**src/rtl/reg_bank_reader.sv**
```systemverilog
// Register bank readout sequencer: walks a wrapping address range on the bank's
// read port and streams (address, data) words over a valid/ready handshake.
module reg_bank_reader #(
    parameter int DWIDTH = 32,
    parameter int WIDTH  = 5,
    parameter int RWIDTH = 16
) (
    input  logic              Clk,
    input  logic              N_Rst,
    input  logic              Start,
    input  logic [WIDTH-1:0]  StartAddr,
    input  logic [WIDTH:0]    NumRegs,
    input  logic              Abort,
    output logic [WIDTH-1:0]  RA,
    input  logic [DWIDTH-1:0] RD,
    output logic              OutValid,
    input  logic              OutReady,
    output logic [WIDTH-1:0]  OutAddr,
    output logic [DWIDTH-1:0] OutData,
    output logic              Busy,
    output logic              Done,
    output logic              Err
);

    typedef enum logic [1:0] {IDLE, FETCH, SEND, DONE} state_t;

    localparam logic [WIDTH-1:0] LAST_ADDR = WIDTH'(RWIDTH - 1);
    localparam logic [WIDTH:0]   NUM_MAX   = (WIDTH + 1)'(RWIDTH);
    localparam logic [WIDTH:0]   ONE_LEFT  = (WIDTH + 1)'(1);

    state_t         state;
    logic [WIDTH:0] remaining;
    logic           request_legal;

    assign request_legal = ({1'b0, StartAddr} < NUM_MAX) &&
                           (NumRegs != '0) && (NumRegs <= NUM_MAX);

    assign Busy = (state == FETCH) || (state == SEND);

    // Abort wins over a same-cycle handshake, so it is tested first in FETCH/SEND.
    always_ff @(posedge Clk or negedge N_Rst) begin
        if (!N_Rst) begin
            state     <= IDLE;
            RA        <= '0;
            remaining <= '0;
            OutValid  <= 1'b0;
            OutAddr   <= '0;
            OutData   <= '0;
            Done      <= 1'b0;
            Err       <= 1'b0;
        end else begin
            Done <= 1'b0;
            Err  <= 1'b0;
            case (state)
                IDLE: begin
                    if (Start) begin
                        if (request_legal) begin
                            RA        <= StartAddr;
                            remaining <= NumRegs;
                            state     <= FETCH;
                        end else begin
                            Err <= 1'b1;
                        end
                    end
                end
                FETCH: begin
                    if (Abort) begin
                        OutValid <= 1'b0;
                        state    <= IDLE;
                    end else begin
                        OutData  <= RD;
                        OutAddr  <= RA;
                        OutValid <= 1'b1;
                        state    <= SEND;
                    end
                end
                SEND: begin
                    if (Abort) begin
                        OutValid <= 1'b0;
                        state    <= IDLE;
                    end else if (OutReady) begin
                        OutValid <= 1'b0;
                        if (remaining == ONE_LEFT) begin
                            state <= DONE;
                        end else begin
                            remaining <= remaining - ONE_LEFT;
                            RA        <= (RA == LAST_ADDR) ? '0 : RA + 1'b1;
                            state     <= FETCH;
                        end
                    end
                end
                DONE: begin
                    Done  <= 1'b1;
                    state <= IDLE;
                end
                default: state <= IDLE;
            endcase
        end
    end

endmodule

```
**config.mk**
```make
export PLATFORM = sky130hd
export DESIGN_NAME = reg_bank_reader
export DESIGN_NICKNAME = d
export VERILOG_FILES = /design/src/rtl/reg_bank_reader.sv
export SDC_FILE = /design/constraint.sdc
export NUM_CORES = 1
export LEC_CHECK = 0
export BUFFER_PORTS_ARGS = -buffer_cell sky130_fd_sc_hd__buf_2
export CAP_MARGIN = 20
export CELL_PAD_IN_SITES_DETAIL_PLACEMENT = 1
export CELL_PAD_IN_SITES_GLOBAL_PLACEMENT = 1
export CORE_MARGIN = 3
export CORE_UTILIZATION = 35
export DETAILED_ROUTE_END_ITERATION = 12
export PLACE_DENSITY_LB_ADDON = 0.1
export SLEW_MARGIN = 20
export SYNTH_ARGS = -nofsm -noshare
export SYNTH_HDL_FRONTEND = slang
export SYNTH_SLANG_ARGS = --single-unit
```
**constraint.sdc**
```tcl
create_clock -name Clk -period 5.2 [get_ports Clk]
set_clock_uncertainty 0.2 [all_clocks]
set_input_delay 0 -clock Clk [delete_from_list [all_inputs] [get_ports Clk]]
set_output_delay 0 -clock Clk [all_outputs]
set_load 0.01 [all_outputs]
```
======== Word-level counts from Yosys, hierarchy flattened ========
Index checks and enable logic that the tools add are counted.
cells by class
  add/subtract/negate cells ............... 2
  multiply operators ...................... 0
  divide/modulo/power cells ............... 0
  $lt $le $gt $ge ......................... 2
  eq/ne operators ......................... 11
  shifts and indexed selects .............. 0
  multiplexer cells ....................... 28
  bitwise logic cells ..................... 1
  reductions and logical operators ........ 11
operators by type and width
  kind                                                            count
  2-to-1 mux 5 bit                                                6
  2-to-1 mux 6 bit                                                5
  2-to-1 mux 2 bit                                                6
  one-hot mux 6 bit (2 select lines)                              1
  != test 2 bit, second input constant                            5
  one-hot mux 5 bit (2 select lines)                              1
  one-hot mux 2 bit (4 select lines)                              1
  2-to-1 mux 1 bit                                                7
  equality test 6 x 1 -> 1 bit, second input constant             1
  less-or-equal comparator 6 x 5 -> 1 bit, second input constant  1
  AND reduction 6 bit                                             1
  nonzero test 6 bit                                              1
  subtractor 6 x 1 -> 6 bit, second input constant                1
  adder 5 x 1 -> 5 bit, second input constant                     1
  equality test 5 x 4 -> 1 bit, second input constant             1
  < comparator 5 bit, second input constant                       1
  equality test 2 bit, second input constant                      2
  AND reduction 2 bit                                             2
  nonzero test 2 bit                                              2
  != test 3 bit, second input constant                            1
  AND reduction 3 bit                                             1
  equality test 2 x 1 -> 1 bit, second input constant             1
  logical AND 1 bit                                               2
  logical NOT 2 bit                                               1
  other kinds (3)                                                 3
word-level totals
  register bits ........................... 53
  latch bits .............................. 0
  bits in writable memories ............... 0
  ROM bits ................................ 0
  output and inout bits ................... 46
  word-level logic and storage cells ...... 63
  memories kept ........................... 0

======== Longest topological paths before layout ========
Gate-level depths: netlist (run 1).
  depth after elaboration ................. 6
  mapped depth ............................ 8
  gate-level depth less buffers ........... 7

======== Least setup slack after synthesis (run 1) ========
No wires, ideal clock.
  path kind ............................... register to register
  from .................................... register state[1]
  to ...................................... register OutData[28]
  setup time .............................. 0.125 ns
  arrival time ............................ 1.700 ns
  required time ........................... 4.875 ns
  slack ................................... 3.175 ns
  stages on the path, launching flop included .. 8
  clock period less this slack ............ 2.025 ns
  path through ............................ dfrtp_1 inv_1 ha_1 inv_1 nor2_1 buf_1 buf_2 mux2_2
on the way
  cells in the longest elaborated chain, start to end .. 2
RTL lines
  item                                  RTL line  RTL
  start: declaration                    31        state_t state;
  start signal: assignment              43        state <= IDLE;
  start signal: assignment              60        state <= FETCH;
  start signal: assignment              69        state <= IDLE;
  equality test 2 x 1 -> 1 bit          54        case (state)
  AND reduction 2 bit (no source line)  -
  end signal: assignment                48        OutData <= '0;
  end signal: assignment                71        OutData <= RD;
  end: declaration                      19        output logic [DWIDTH-1:0] OutData,
Every way passes these cells.
A chain may end at the register's enable or synchronous reset.

======== Final worst setup path (run 1) ========
  from .................................... register state[0]
  to ...................................... register RA[3]
on the way
  cells in the longest elaborated chain, start to end .. 3
  elaborated cells between the ends (all ways) .. 10
RTL lines
  item                                                                         RTL line  RTL
  equality test 2 bit / logical NOT 2 bit (equally long branches)              54
  != test 2 bit (no source line) / nonzero test 2 bit (equally long branches)  -
  AND reduction 6 bit (no source line)                                         -
  end signal: assignment                                                       58        RA <= StartAddr;
  end signal: assignment                                                       87        RA <= (RA == LAST_ADDR) ? '0 : RA + 1'b1;
  end: declaration                                                             14        output logic [WIDTH-1:0] RA,
Parallel ways exist; a longest one is shown, timed or not.

==> flow_metrics.tcl, run 1 <==
set metrics [dict create \
    via_per_inst 4.886 \
    num_rows 29 \
    period_needed_ns 3.228 \
    worst-slew-pin-transition_ns 0.9976 \
    setup_slack_ns 1.972 \
    status "completed" \
    max_freq_ghz 0.3098 \
    syn_area_mm2 0.002379 \
    synth_fp_nets 240 \
    dieHeight_um 88.44 \
    synth_area_leader_cell "dfrtp_1" \
    drive_above_1_share_pct 44.95 \
    cts_tree "done" \
    required_ns 5.18 \
    io_pins 94 \
    cts_made_buffers 5 \
    grt.total_usage_pct 16.23 \
    arrival_ns 3.21 \
    cts.repair.resized 0 \
    post-route-period-util_pct 62.08 \
    ys_async_sr_fraction_pct 100.0 \
    rsz0062_at_grt "false" \
    setup_viol 0 \
    p_per_area_mw_per_mm2 488.9 \
    grt_max_degree 54 \
    synth_top_flop_cell "dfrtp_1" \
    clkLatencyLatePin_ns 0.29 \
    drt_wl_total_mm 6.303 \
    clk_pin_slew_ns 0.09 \
    dp_slack_ns 1.953 \
    start_kind "flop" \
    ys_ff_latch 53 \
    cts.htree.levels 2 \
    cellLeakagePower_nw 1.580 \
    synthCells 185 \
    area_delta_synth_final_pct 46.98 \
    ant_nets 0 \
    cts_max_path_buffers 2 \
    wl_per_cell_um 15.56 \
    firstDrtPassIters 4 \
    slew_violations 0 \
    grt_pass1_vias 2121 \
    cts.sinks 53 \
    drt-initial-drc-count 62 \
    maxSlewHeadroom_pct 33.49 \
    fin_tns_setup_ns 0 \
    ys_seq_area_share_pct 55.76 \
    start_util_pct 36.83 \
    grt_pass1_wl_mm 10.11 \
    synth_top_area_share_pct 55.76 \
    fin_nets 381 \
    vdd.ir_drop.worst_v 0.0002675 \
    drcViolationCount 0 \
    antenna_found_initial 0 \
    gp_congestion 0.7499 \
    hp-class "input port to asynchronous set/reset pin" \
    die-area_mm2 0.007821 \
    path_class "flop to flop" \
    yosysUniqueCellTypes 36 \
    vias 1979 \
    io_buffers 93 \
    grt-ovfl-total 0 \
    die_x_um 88.44 \
    core_area_mm2 0.006459 \
    yosys-top-cells-area "dfrtp_1 56%, mux2_2 18%, ha_1 3.7%" \
    yosysWarningCount 0 \
    crit_fanout 24 \
    max_cap_violations 0 \
    dp_hpwl_mm 3.990 \
    root_buffer "clkbuf_8" \
    syn_area_per_cell_um2 12.86 \
    crit_path_end_kind "flop" \
    synth_edf_count 0 \
    final_hold_viol_count 0 \
]
## state kept, by name (all words and copies together), names as in the netlist
register   flops
Done           1
OutData       32
OutAddr        5
state          2
remaining      6
OutValid       1
RA             5
Err            1
## metal layers
metal	global-route usage [%]	share of wire [%]
met1	21.43	43
met5	0	0
met4	3.297	0.43
met3	3.631	4.6
met2	27.53	52
## logic make-up after synthesis
| logic type | after synthesis | share of synthesized area (%) |
|---|---|---|
| flops | 53 | 55.76 |
| buf+inv | 15 | 2.788 |
| mux | 41 | 19.25 |
| compound gates | 28 | 8.785 |
| xor+xnor | 1 | 0.3683 |
| fa+ha+maj | 7 | 3.682 |
| simple gates | 40 | 9.364 |
## cells in the final DEF, fill, tap and decap left out, drive strengths merged, types with 3 or more instances in the layout
cell type and count:
ha 7, dfrtp 53, nand2 8, o21ai 4, a41oi 3, inv 7
nand2b 3, o211ai 3, mux2 38, nor2 11, dlygate4sd3 47, mux2i 3
nand3b 3, buf 95, clkbuf 6, a21oi 9, o221ai 4
## critical path: stages, from the launching register on
cell	delay (ns)
dfrtp_1	0.43
inv_1	0.10
ha_1	0.71
nor2b_1	0.33
o211ai_1	0.14
a22oi_2	0.80
mux2_2	0.41
## metrics by stage
stage	util [%]	total power (W)	hold WS, ns	cells	instance area, µm²
6_report	54.13	0.001709	0.1518	405	3496
5_1_grt	54.09	0.001842	0.2179	404	3493
4_1_cts	53.78	0.001723	0.1804	403	3473
3_5_place_dp	45.14	0.001458	-0.02490	348	2915
3_3_place_gp	45.14	0.001433	-0.01566	348	2915
2_1_floorplan	-	0.001173	-0.4956	185	2379
## synth_stat cells (all sizes together) (4+ instances only)
cell type and count:
mux2 38, nand2 8, inv 7, o21ai 4, a21oi 9, buf 7
ha 7, o221ai 4, nor2 11, dfrtp 53
## final cells by class
cell class	instances	area, µm²
Sequential cell	53	1326
Inverter	7	26.28
Antenna cell	1	2.502
Timing Repair Buffer	142	963.4
Clock inverter	2	15.01
Fill cell	715	2963
Tap cell	77	96.34
Multi-Input combinational cell	117	993.5
Clock buffer	6	72.57
## worst paths after layout
kind                              start            to  slack (ns)  cells past startpoint
hold / removal                    N_Rst  remaining[4]        0.15                      3
setup reg to reg               state[0]         RA[3]        1.97                      6
max in group asynchronous         N_Rst   OutData[28]        4.18                      3
hold reg to reg                OutValid      OutValid        0.31                      2
setup / recovery               state[0]         RA[3]        1.97                      6
min in group Clk           StartAddr[4]  remaining[2]        0.23                      5
## repair_timing
action                                  CTS  global route
hold buffers                             47             0
endpoints found under the hold margin    98             0
endpoints found under the setup margin    0             0
setup buffers                             0             0
## power breakdown
part           switching (W)  internal, W  leakage, nW  total [W]
registers           0.000117     0.000600        0.619   0.000717
logic               0.000376     0.000388        0.923   0.000764
clock network       0.000133    0.0000952       0.0374   0.000229
total               0.000627      0.00108         1.58    0.00171
(Power assumes the default switching activity.)
==> run 2, diff against run 1 <==
Settings changed: CORE_UTILIZATION 35 to 33.
Clock period 5.2 ns to 2.7 ns, I/O delays scaled along.
==> flow_metrics.tcl, run 2 (same netlist as run 1, synthesis figures left out) <==
set metrics [dict create \
    p_sw_share_pct 36.02 \
    final_core_util_pct 51.52 \
    rsz0062_at_grt "false" \
    drcViolationCount 0 \
    post-route-period-util_pct 87.27 \
    cts_tree "done" \
    hold-worst-slack_ns -0.01219 \
    fin_nets 385 \
    cts.htree.levels 2 \
    cts_max_path_buffers 2 \
    root_buffer "clkbuf_8" \
    io_pins 94 \
    layout_commonest_cell "buf_2" \
    core_area_mm2 0.006907 \
    period_needed_ns 2.356 \
    vias 2021 \
    grt.total_usage_pct 16.01 \
    start_util_pct 34.44 \
    drt_wl_total_mm 6.518 \
    max_freq_ghz 0.4244 \
    reg2regPathDepth 6 \
    arrival_ns 2.34 \
    startpoint "state[0]" \
    n_antenna_cell 0 \
    path_class "flop to flop" \
    crit_end "RA[3]" \
    slew_violations 0 \
    timing.rr.start "state[0]" \
    worst-slew-pin-transition_ns 0.8423 \
    die-area_mm2 0.008262 \
    cts_made_buffers 5 \
    grt-ovfl-total 0 \
    seq_power_share_pct 40.4 \
    dp_hpwl_mm 4.333 \
    io_buffers 93 \
    grt_pass1_vias 2179 \
    vdd.ir_drop.worst_v 0.0004288 \
    firstDrtPassIters 4 \
    top_register "OutData" \
    p_per_area_mw_per_mm2 962.5 \
    grt_pass1_wl_mm 10.87 \
    area_delta_synth_final_pct 49.61 \
    drive_above_1_share_pct 45.32 \
    final_hold_viol_count 20 \
    cellLeakagePower_nw 1.613 \
    num_rows 30 \
    comb_power_share_pct 44.1 \
    pwr-share-clk_pct 15.6 \
    hp-class "input port to asynchronous set/reset pin" \
    cts.repair.resized 0 \
    status "finished, violations left" \
    die_x_um 90.90 \
    grt_max_degree 34 \
    antenna_found_initial 0 \
    largestRegisters "OutData (32), remaining (6)" \
    fin_tns_setup_ns 0 \
    final_cell_mix "93 x buf_2, 53 x dfrtp_1, 47 x dlygate4sd3_1, 38 x mux2_2, 10 x nor2_1" \
    rrSetupSlack_ns 0.34 \
    max_cap_violations 0 \
    crit_path_end_kind "flop" \
    cts.sinks 53 \
    drt-initial-drc-count 42 \
    crit_fanout 11 \
    clkLatencyLatePin_ns 0.29 \
    clk_pin_slew_ns 0.10 \
    r2r_end "RA[3]" \
    setup_viol 0 \
    power.switching_w 0.001234 \
    p_int_w 0.002191 \
    violations "negative hold slack" \
    largest_register_ffs 32 \
    ant_nets 0 \
    maxSlewHeadroom_pct 43.85 \
    fillers 788 \
    cts_setup_buffers 0 \
    wl_per_cell_um 15.26 \
    start_kind "flop" \
    via_per_inst 4.733 \
    gp_congestion 0.7445 \
    required_ns 2.68 \
    dieHeight_um 90.90 \
]
## run 2: cell count changes in the layout (fill, tap and decap cells not counted)
cell	delta
a22oi_1	+1
buf_12	-1
buf_4	+4
bufinv_16	+1
clkinv_4	+1
clkinvlp_4	-2
diode_2	-1
## run 2: repair_timing
action / 4_1_cts / 5_1_grt
hold endpoints to repair: 70 / 0
hold buffers: 47 / 0
endpoints found under the setup margin: 0 / 2
## run 2: metal layers
| layer | track usage (%) | share of wire [%] | up-vias | wire length (µm) |
|---|---|---|---|---|
| met4 | 2.638 | 0.35 | 0 | 23 |
| met3 | 3.500 | 3.8 | 2 | 248 |
| met1 | 20.23 | 43 | 1016 | 2805 |
| met2 | 28.47 | 53 | 46 | 3441 |
| li1 | - | - | 957 | - |
| met5 | 0 | 0 | - | 0 |
## run 2: per-stage QoR
stage	hold slack [ns]	instance area (µm²)	setup WS (ns)	power, W	instances
floorplan	-0.4956	2379	0.6750	0.002259	185
finish	-0.01219	3558	0.3437	0.003425	427
global placement	-0.2106	2969	0.2079	0.002797	371
detailed placement	-0.2137	2969	0.1336	0.002842	371
global route	0.02097	3558	0.1604	0.003698	427
CTS	0.001498	3551	0.1207	0.003452	426
## run 2: worst min path at each step
stage | startpoint | endpoint
CTS | N_Rst | OutData[22]
global route | N_Rst | remaining[2]
finish | N_Rst | remaining[2]
detailed placement | N_Rst | remaining[2]
global placement | N_Rst | remaining[0]
floorplan | N_Rst | Done
## run 2: power groups by stage
| stage | Combinational [W] | Clock (W) | Sequential, W |
|---|---|---|---|
| after floorplan | 0.000736 | 0 | 0.00152 |
| after global placement | 0.00142 | 0 | 0.00137 |
| after detailed placement | 0.00145 | 0 | 0.00140 |
| after CTS | 0.00151 | 0.000557 | 0.00138 |
| after global routing | 0.00166 | 0.000597 | 0.00144 |
| final | 0.00151 | 0.000534 | 0.00138 |
## run 2: cell type report
cell class              count  area [µm²]  area share, %
flip-flops and latches     53        1326          37.27
multi-input cells         118        1001          28.13
repair buffers            145       973.4          27.36
well taps                  96       120.1          3.376
clock buffers               6       72.57          2.039
clock inverters             2       38.79          1.090
inverters                   7       26.28         0.7384
## run 2: critical path, stage by stage (launching register included)
cell      delay, ns
dfrtp_1        0.39
inv_1          0.09
ha_1           0.18
nor2b_1        0.26
o211ai_1       0.19
a22oi_2        0.52
mux2_2         0.40
==> run 3, diff against run 2 <==
Settings changed: CORE_ASPECT_RATIO set to 1.75, TNS_END_PERCENT set to 30.
==> flow_metrics.tcl, run 3 (same netlist as run 1, synthesis figures left out) <==
set metrics [dict create \
    crit_fanout 11 \
    final_hold_viol_count 0 \
    cts.htree.levels 2 \
    drive_above_1_share_pct 45.92 \
    seq_power_share_pct 38.4 \
    timing.rr.start "state[0]" \
    p_sw_share_pct 34.48 \
    comb_power_share_pct 41.6 \
    hold-worst-slack_ns 0.07137 \
    grt_max_degree 30 \
    cts_max_path_buffers 2 \
    cts_setup_buffers 0 \
    cellLeakagePower_nw 1.643 \
    fin_tns_setup_ns 0 \
    vdd.ir_drop.worst_v 0.0005364 \
    path_class "input port to flop" \
    status "completed" \
    top_register "OutData" \
    io_pins 94 \
    cts.repair.resized 0 \
    drcViolationCount 0 \
    final_cell_mix "93 x buf_2, 53 x dfrtp_1, 46 x dlygate4sd3_1, 38 x mux2_2, 10 x nor2_1" \
    crit_path_end_kind "flop" \
    die_x_um 70.18 \
    period_needed_ns 2.342 \
    r2r_end "RA[3]" \
    drt-initial-drc-count 73 \
    dp_hpwl_mm 4.342 \
    drt_wl_total_mm 6.414 \
    cpLargestDelayFamily "buffers and inverters" \
    largestRegisters "OutData (32), remaining (6)" \
    setup_viol 0 \
    slowest_delay_ns 0.58 \
    gp_congestion 0.7137 \
    cts_tree "done" \
    grt.total_usage_pct 16.08 \
    largest_register_ffs 32 \
    crit_buf_inv 2 \
    root_buffer "clkbuf_16" \
    rrSetupSlack_ns 0.39 \
    p_per_area_mw_per_mm2 995.3 \
    setup_slack_ns 0.3579 \
    max_freq_ghz 0.4270 \
    cp_cell_sequence "dlygate4sd3_1, buf_2, nor4_2, mux2i_1, a22oi_2, mux2_2" \
    p_int_w 0.002347 \
    max_cap_violations 0 \
    start_kind "input port" \
    num_rows 40 \
    power.switching_w 0.001235 \
    clk_pin_slew_ns 0.07 \
    power_w 0.003581 \
    fin_nets 385 \
    cts.sinks 53 \
    antenna_found_initial 0 \
    grt_pass1_wl_mm 10.79 \
    layout_commonest_cell "buf_2" \
    required_ns 2.68 \
    crit_slowest_cell "a22oi_2" \
    rsz0062_at_grt "false" \
    firstDrtPassIters 4 \
    maxSlewHeadroom_pct 45.08 \
    arrival_ns 2.32 \
    cts_made_buffers 5 \
    vias 2012 \
    area_delta_synth_final_pct 51.29 \
    io_buffers 93 \
    post-route-period-util_pct 86.75 \
    n_antenna_cell 0 \
    dp_slack_ns 0.1440 \
    grt_pass1_vias 2219 \
    slew_violations 0 \
    pwr-share-clk_pct 20.1 \
    hp-class "input port to asynchronous set/reset pin" \
    dieHeight_um 118.3 \
    grt-ovfl-total 0 \
    via_per_inst 4.848 \
    die-area_mm2 0.008302 \
    reg2regPathDepth 6 \
    ant_nets 0 \
    worst-slew-pin-transition_ns 0.8238 \
    core_area_mm2 0.006957 \
    wl_per_cell_um 15.46 \
    clkLatencyLatePin_ns 0.29 \
    start_util_pct 34.19 \
]
## run 3: cell count changes in the layout (fill, tap and decap cells not counted)
cell           delta
clkbuf_16         +5
clkbuf_8          -5
inv_6             +1
clkinv_4          -1
buf_4             +1
clkinv_2          +1
dlygate4sd3_1     -1
clkbuf_1          -1
## run 3: per-layer routing
layer / share of wire (%) / wire length, µm / track usage [%]
met4: 1.5 / 96 / 5.036
met5: 0 / 0 / 0
met2: 55 / 3550 / 29.92
met3: 4.3 / 277 / 2.809
met1: 39 / 2488 / 18.21
## run 3: cell type report
class	count	area, µm²
Inverter	7	26.28
Tap cell	84	105.1
Clock inverter	3	43.79
Timing Repair Buffer	145	970.9
Sequential cell	53	1326
Fill cell	760	3358
Clock buffer	5	125.1
Multi-Input combinational cell	118	1001
## run 3: worst max-delay path by stage
stage	from	slack, ns	endpoint	cells past startpoint
finish	NumRegs[3]	0.36	RA[3]	6
detailed placement	state[0]	0.14	RA[3]	6
floorplan	state[1]	0.67	OutData[28]	7
global placement	state[0]	0.23	RA[3]	6
global route	NumRegs[3]	0.13	remaining[4]	6
CTS	NumRegs[3]	0.11	RA[3]	6
## run 3: stage by stage
stage          instance area (µm²)  utilization (%)  instances
2_1_floorplan                 2379                -        185
3_3_place_gp                  2962            42.57        360
3_5_place_dp                  2962            42.57        360
4_1_cts                       3591            51.62        414
5_1_grt                       3598            51.73        415
6_report                      3598            51.73        415
## run 3: what timing repair did
| item | 4_1_cts | 5_1_grt |
|---|---|---|
| hold buffers | 46 | 0 |
| setup endpoints to repair | 0 | 6 |
| hold endpoints to repair | 70 | 0 |
## run 3: power groups by stage
stage | registers [W] | clock network [W] | logic [W]
after floorplan | 0.00152 | 0 | 0.000736
after global placement | 0.00138 | 0 | 0.00141
after detailed placement | 0.00139 | 0 | 0.00144
after CTS | 0.00137 | 0.000747 | 0.00150
after global routing | 0.00144 | 0.000780 | 0.00166
final | 0.00137 | 0.000719 | 0.00149
